## config.mk

```make
export PLATFORM = sky130hd
export DESIGN_NAME = instr_fetch
export DESIGN_NICKNAME = d
export VERILOG_FILES = /design/src/rtl/cpu_pkg.sv /design/src/rtl/fetch_skid_buf.sv /design/src/rtl/instr_fetch.sv
export SDC_FILE = /design/constraint.sdc
export NUM_CORES = 1
export LEC_CHECK = 0
export BUFFER_PORTS_ARGS = -buffer_cell sky130_fd_sc_hd__clkbuf_2
export CAP_MARGIN = 10
export CORE_ASPECT_RATIO = 0.5
export CORE_MARGIN = 2
export CORE_UTILIZATION = 30
export DETAILED_ROUTE_END_ITERATION = 6
export SLEW_MARGIN = 10
export SYNTH_ARGS = -nofsm -noshare
export SYNTH_HDL_FRONTEND = slang
export SYNTH_SLANG_ARGS = --single-unit
```

## constraint.sdc

```tcl
create_clock -name clk -period 6.8 [get_ports clk]
set_input_delay 0.68 -clock clk [delete_from_list [all_inputs] [get_ports clk]]
set_output_delay 0.68 -clock clk [all_outputs]
set_load 0.02 [all_outputs]
```

## src/rtl/cpu_pkg.sv

```systemverilog
`default_nettype none
// +-----------------------------------------------------------------------+
// | cpu_pkg : shared widths, reset PC and fetch-entry type                |
// | Rev 1.0                                                               |
// +-----------------------------------------------------------------------+
package cpu_pkg;

  localparam int              XLEN        = 32;
  localparam logic [XLEN-1:0] RESET_PC    = 32'h0000_0000;
  localparam int              INSTR_BYTES = 4;

  typedef struct packed {
    logic [XLEN-1:0] instr;
    logic [XLEN-1:0] pc;
  } fetch_entry_t;

  // Instructions are word aligned; the low address bits are simply dropped.
  function automatic logic [XLEN-1:0] align_pc(input logic [XLEN-1:0] addr);
    return {addr[XLEN-1:2], 2'b00};
  endfunction

endpackage
`default_nettype wire

```

## src/rtl/fetch_skid_buf.sv

```systemverilog
`default_nettype none
// +-----------------------------------------------------------------------+
// | fetch_skid_buf : 2-entry FIFO of fetch entries with flush             |
// | Rev 1.0                                                               |
// +-----------------------------------------------------------------------+
module fetch_skid_buf
  import cpu_pkg::*;
#(
  parameter int BUF_DEPTH = 2
) (
  input  logic         clk,
  input  logic         rst_n,
  input  logic         flush_i,
  input  logic         push_i,
  input  fetch_entry_t push_data_i,
  input  logic         pop_i,
  output logic [1:0]   count_o,
  output fetch_entry_t head_o
);

  localparam logic [1:0] C_FULL = 2'(BUF_DEPTH);

  fetch_entry_t r_mem [2];
  logic         r_wr_ptr;
  logic         r_rd_ptr;
  logic [1:0]   r_count;

  logic w_push;
  logic w_pop;

  // Pointers alone cannot tell full from empty, so occupancy lives in r_count.
  assign w_push = push_i && !flush_i && (r_count != C_FULL);
  assign w_pop  = pop_i  && !flush_i && (r_count != 2'd0);

  always_ff @(posedge clk or posedge rst_n) begin
    if (rst_n) begin
      r_wr_ptr <= 1'b0;
      r_rd_ptr <= 1'b0;
      r_count  <= 2'd0;
    end else if (flush_i) begin
      r_wr_ptr <= 1'b0;
      r_rd_ptr <= 1'b0;
      r_count  <= 2'd0;
    end else begin
      if (w_push) r_wr_ptr <= ~r_wr_ptr;
      if (w_pop)  r_rd_ptr <= ~r_rd_ptr;
      r_count <= r_count + {1'b0, w_push} - {1'b0, w_pop};
    end
  end

  always_ff @(posedge clk) begin
    if (w_push) r_mem[r_wr_ptr] <= push_data_i;
  end

  assign count_o = r_count;
  assign head_o  = (r_count == 2'd0) ? '0 : r_mem[r_rd_ptr];

endmodule
`default_nettype wire

```

## src/rtl/instr_fetch.sv

```systemverilog
`default_nettype none
// +-----------------------------------------------------------------------+
// | instr_fetch : PC, imem request/credit logic, redirect and skid buffer |
// | Rev 1.0                                                               |
// +-----------------------------------------------------------------------+
module instr_fetch
  import cpu_pkg::*;
#(
  parameter int              XLEN      = cpu_pkg::XLEN,
  parameter logic [XLEN-1:0] RESET_PC  = cpu_pkg::RESET_PC,
  parameter int              BUF_DEPTH = 2
) (
  input  logic            clk,
  input  logic            rst_n,
  input  logic            redirect_i,
  input  logic [XLEN-1:0] redirect_tgt_i,
  input  logic            ready_i,
  output logic            imem_en_o,
  output logic [XLEN-1:0] imem_addr_o,
  input  logic [XLEN-1:0] imem_rdata_i,
  output logic            valid_o,
  output logic [XLEN-1:0] instr_o,
  output logic [XLEN-1:0] addr_o
);

  logic [XLEN-1:0] r_pc;
  logic            r_inflight;
  logic [XLEN-1:0] r_inflight_pc;

  logic [1:0]      w_count;
  fetch_entry_t    w_head;
  fetch_entry_t    w_push_data;
  logic            w_valid;
  logic            w_pop;
  logic            w_push;
  logic [2:0]      w_credit;
  logic            w_issue;
  logic [XLEN-1:0] w_fetch_addr;

  assign w_valid = (w_count != 2'd0) && !redirect_i;
  assign w_pop   = w_valid && ready_i;
  assign w_push  = r_inflight && !redirect_i;

  // Slots already promised: buffered words plus the word still in flight.
  assign w_credit = {1'b0, w_count} + {2'b00, r_inflight} - {2'b00, w_pop};

  // Reset gates the request so imem never sees a fetch while held in reset.
  assign w_issue      = !rst_n && (redirect_i || (w_credit < 3'd2));
  assign w_fetch_addr = redirect_i ? align_pc(redirect_tgt_i) : r_pc;

  always_ff @(posedge clk or posedge rst_n) begin
    if (rst_n) begin
      r_pc          <= RESET_PC;
      r_inflight    <= 1'b0;
      r_inflight_pc <= '0;
    end else begin
      r_inflight <= w_issue;
      if (w_issue) begin
        r_pc          <= w_fetch_addr + XLEN'(INSTR_BYTES);
        r_inflight_pc <= w_fetch_addr;
      end
    end
  end

  assign w_push_data.instr = imem_rdata_i;
  assign w_push_data.pc    = r_inflight_pc;

  fetch_skid_buf #(
    .BUF_DEPTH (BUF_DEPTH)
  ) u_skid_buf (
    .clk         (clk),
    .rst_n       (rst_n),
    .flush_i     (redirect_i),
    .push_i      (w_push),
    .push_data_i (w_push_data),
    .pop_i       (w_pop),
    .count_o     (w_count),
    .head_o      (w_head)
  );

  assign imem_en_o   = w_issue;
  assign imem_addr_o = w_fetch_addr;
  assign valid_o     = w_valid;
  assign instr_o     = w_head.instr;
  assign addr_o      = w_head.pc;

endmodule
`default_nettype wire

```

==> impl_metrics.ini <==
[run_status]
run_status = completed

[logic_synthesis]
post_synth_num_cell_types = 51
synth_ff_type = sky130_fd_sc_hd__edfxtp_1
synth.cell_area_um2 = 8610
seq_area_frac_synth_pct = 64.1
synthArstFlopShare_pct = 34.4
syn_nets = 751
syn-instance-count = 678
ys.warnings.count = 0
synth.avg_cell_area_um2 = 12.7
number_of_enable_type_register_cells_in_the_synthesized_netlist = 128
ys_seq_elements = 195

[setup_path]
setup.worst_path.class = primary input to primary output
cp_data_required_time_ns = 6.12
cp_slowest_stage_delay_ns = 0.60
timing.critical_path.fanout_max = 22
cp_cell_sequence = clkbuf_2 -> nor2_1 -> and2_1 -> ha_1 -> nand2b_1 -> fa_1 -> inv_1 -> o31a_2 -> inv_1 -> clkbuf_2
worst_setup_path_start_kind = primary input
worst_setup_path_end_kind = primary output
arrival_ns = 3.65
cp_slowest_cell = sky130_fd_sc_hd__inv_1

[global_route]
grt.total_usage_pct = 14.0
vias_in_the_first_global_route = 5656
grt_max_degree = 101
overflow = 0
grt_antenna_before_repair = 3
grt_pass1_wl_um = 32000

[sta]
slew_headroom_pct = 34.1
grt_setup_unrepaired = false
fmaxAchievable_mhz = 231
final.setup_skew_ns = 0.0139
max_slew.worst_pin.slew_ns = 0.989
final-setup-viol-count = 0
final.min_clock_period_ns = 4.33
final_min_period_over_clock_period_pct = 63.7
finalSetupTns_ns = 0
timing.final.hold_violations = 0
final_max_slew_viol_count = 0

[detailed_routing]
drt-pass1-iter-count = 4
number_of_nets_still_failing_antenna_checks_after_routing = 0
detail_route.iter0.violations = 403
drcViolationCount = 0
vias_per_cell = 4.71
drt_wl_total_um = 20900
vias = 5803
wire_length_per_cell_after_detailed_routing_um = 17.0

[layout]
mostFrequentLayoutCell = sky130_fd_sc_hd__clkbuf_2
final_util_pct = 37.3
layout.cell_area.non_filler_um2 = 10400
layout.nets = 906
area_growth_pct = 21.3
fillCellCount = 2731
commonest_cells_after_routing_fill_and_taps_aside = 163 x sky130_fd_sc_hd__clkbuf_2, 128 x sky130_fd_sc_hd__edfxtp_1, 84 x sky130_fd_sc_hd__mux2i_1
sequential_cell_area_um2 = 5520
multi_input_comb_area_um2 = 2850
share_of_cells_above_drive_strength_1_pct = 27.3

[clocking]
cts_root_buf = sky130_fd_sc_hd__clkbuf_16
clock_latency_of_the_later_clocked_register_in_the_worst_skew_pair_ns = 0.44
cts_resized = 0
cts-hold-fix-buffers = 0
tritoncts.num_buffers = 17
ctsHtreeMaxLevel = 4
max-clock-path-buffers = 2
count_of_clock_tree_sinks = 195
cts_tree = done
worst_setup_hold_path_clk_slew_ns = 0.08
cts_setup_buffers = 0

[pwr]
power.static_leakage_nw = 4.24
max-vdd-ir-drop_v = 0.000238
power_density_nw_per_um2 = 442

[placement]
port_buffers = 163
dpl_cell_area_um2 = 9820
placer_congestion = 0.795
sum_of_net_half_perimeters_after_detailed_placement_um = 13800

[floorplan]
dieArea_um2 = 30100
dieHeight_um = 124
io_pins = 166
effective_utilization_at_floorplan_pct = 30.8
die_width_um = 244
floorplan.core_area_um2 = 28000
floorplan.rows = 43

[run]
max_cap_violations = 0

[hold_path]
hold_path.class = primary input to asynchronous set/reset pin
[stage by stage]
step                hold WS (ns)  setup WS [ns]  power (mW)  cells
finish                     0.347           2.47        4.62   1231
global route               0.389           2.29        4.91   1229
CTS                        0.353           2.43        4.68   1228
detailed placement         0.457           2.42        3.65   1196
global placement           0.444           2.44        3.61   1196
floorplan                  0.438          0.454        3.09    678
[flip-flops by register name, indices dropped and copies added, names as in the netlist]
signal	cells
r_inflight	1
r_inflight_pc	30
r_pc	32
u_skid_buf.count_o	2
u_skid_buf.r_mem	128
u_skid_buf.r_rd_ptr	1
u_skid_buf.r_wr_ptr	1
[layout make-up]
type / instances / area share, %
timing repair buffer: 170 / 8.32
clock inverter: 15 / 1.79
tap: 382 / 4.58
inverter: 26 / 0.935
antenna: 3 / 0.0719
multi-input combinational: 423 / 27.3
sequential: 195 / 52.9
clock buffer: 17 / 4.08
[path summary, 6_finish.rpt]
path | startpoint | end | slack [ns] | cells past startpoint
min in group clk | imem_rdata_i[12] | u_skid_buf.r_mem[1][44]$_DFFE_PP_ | 0.43 | 1
hold reg to reg | r_inflight_pc[12]$_DFFE_PP0P_ | u_skid_buf.r_mem[0][12]$_DFFE_PP_ | 0.47 | 0
max in group asynchronous | rst_n | r_pc[13]$_DFFE_PP0P_ | 5.42 | 3
setup reg to reg | u_skid_buf.count_o[1]$_DFF_PP0_ | r_pc[21]$_DFFE_PP0P_ | 3.37 | 11
setup / recovery | redirect_i | imem_en_o | 2.47 | 10
hold / removal | rst_n | u_skid_buf.count_o[1]$_DFF_PP0_ | 0.35 | 2
[cell usage after synthesis (11+ instances only)]
| master | count | share of area (%) |
|---|---|---|
| sky130_fd_sc_hd__clkbuf_1 | 16 | 0.70 |
| sky130_fd_sc_hd__nor2_1 | 78 | 3.4 |
| sky130_fd_sc_hd__edfxtp_1 | 128 | 45 |
| sky130_fd_sc_hd__mux2_2 | 18 | 2.4 |
| sky130_fd_sc_hd__inv_1 | 26 | 1.1 |
| sky130_fd_sc_hd__o21ai_0 | 33 | 1.9 |
| sky130_fd_sc_hd__nand2_1 | 66 | 2.9 |
| sky130_fd_sc_hd__mux2i_1 | 84 | 9.8 |
| sky130_fd_sc_hd__xnor2_1 | 12 | 1.2 |
| sky130_fd_sc_hd__nand3_1 | 19 | 1.1 |
| sky130_fd_sc_hd__buf_1 | 11 | 0.48 |
| sky130_fd_sc_hd__dfrtp_1 | 67 | 19 |
[cells by family after synthesis]
logic type	share of synthesized area, %
compound gates	6.09
xor+xnor	1.83
fa+ha+maj	0.814
buf+inv	2.92
flops	64.1
mux	12.1
simple gates	12.1
[worst max-delay path, delay by kind of cell]
kind	cells	cell delay, ns
buffers and inverters	4	1.38
adder cells (fa/ha/maj)	2	0.72
AND/OR/NAND/NOR	3	0.51
AO/OA/AOI/OAI	1	0.34
[layer usage]
metal	wire length, um	global-route usage [%]	up-vias	share of wire, %
li1	-	-	2776	-
met5	0	0	-	0
met4	359	5.18	0	1.7
met3	564	3.12	22	2.7
met2	10900	24.2	73	52
met1	9150	17.5	2932	44
[report_power, final]
| part | leakage, nW | switching (mW) | internal (mW) | total [mW] |
|---|---|---|---|---|
| logic | 1.95 | 1.12 | 0.574 | 1.69 |
| clock network | 0.287 | 0.518 | 0.500 | 1.02 |
| registers | 2.00 | 0.212 | 1.69 | 1.90 |
No activity file was read; power rests on OpenSTA's default activity.
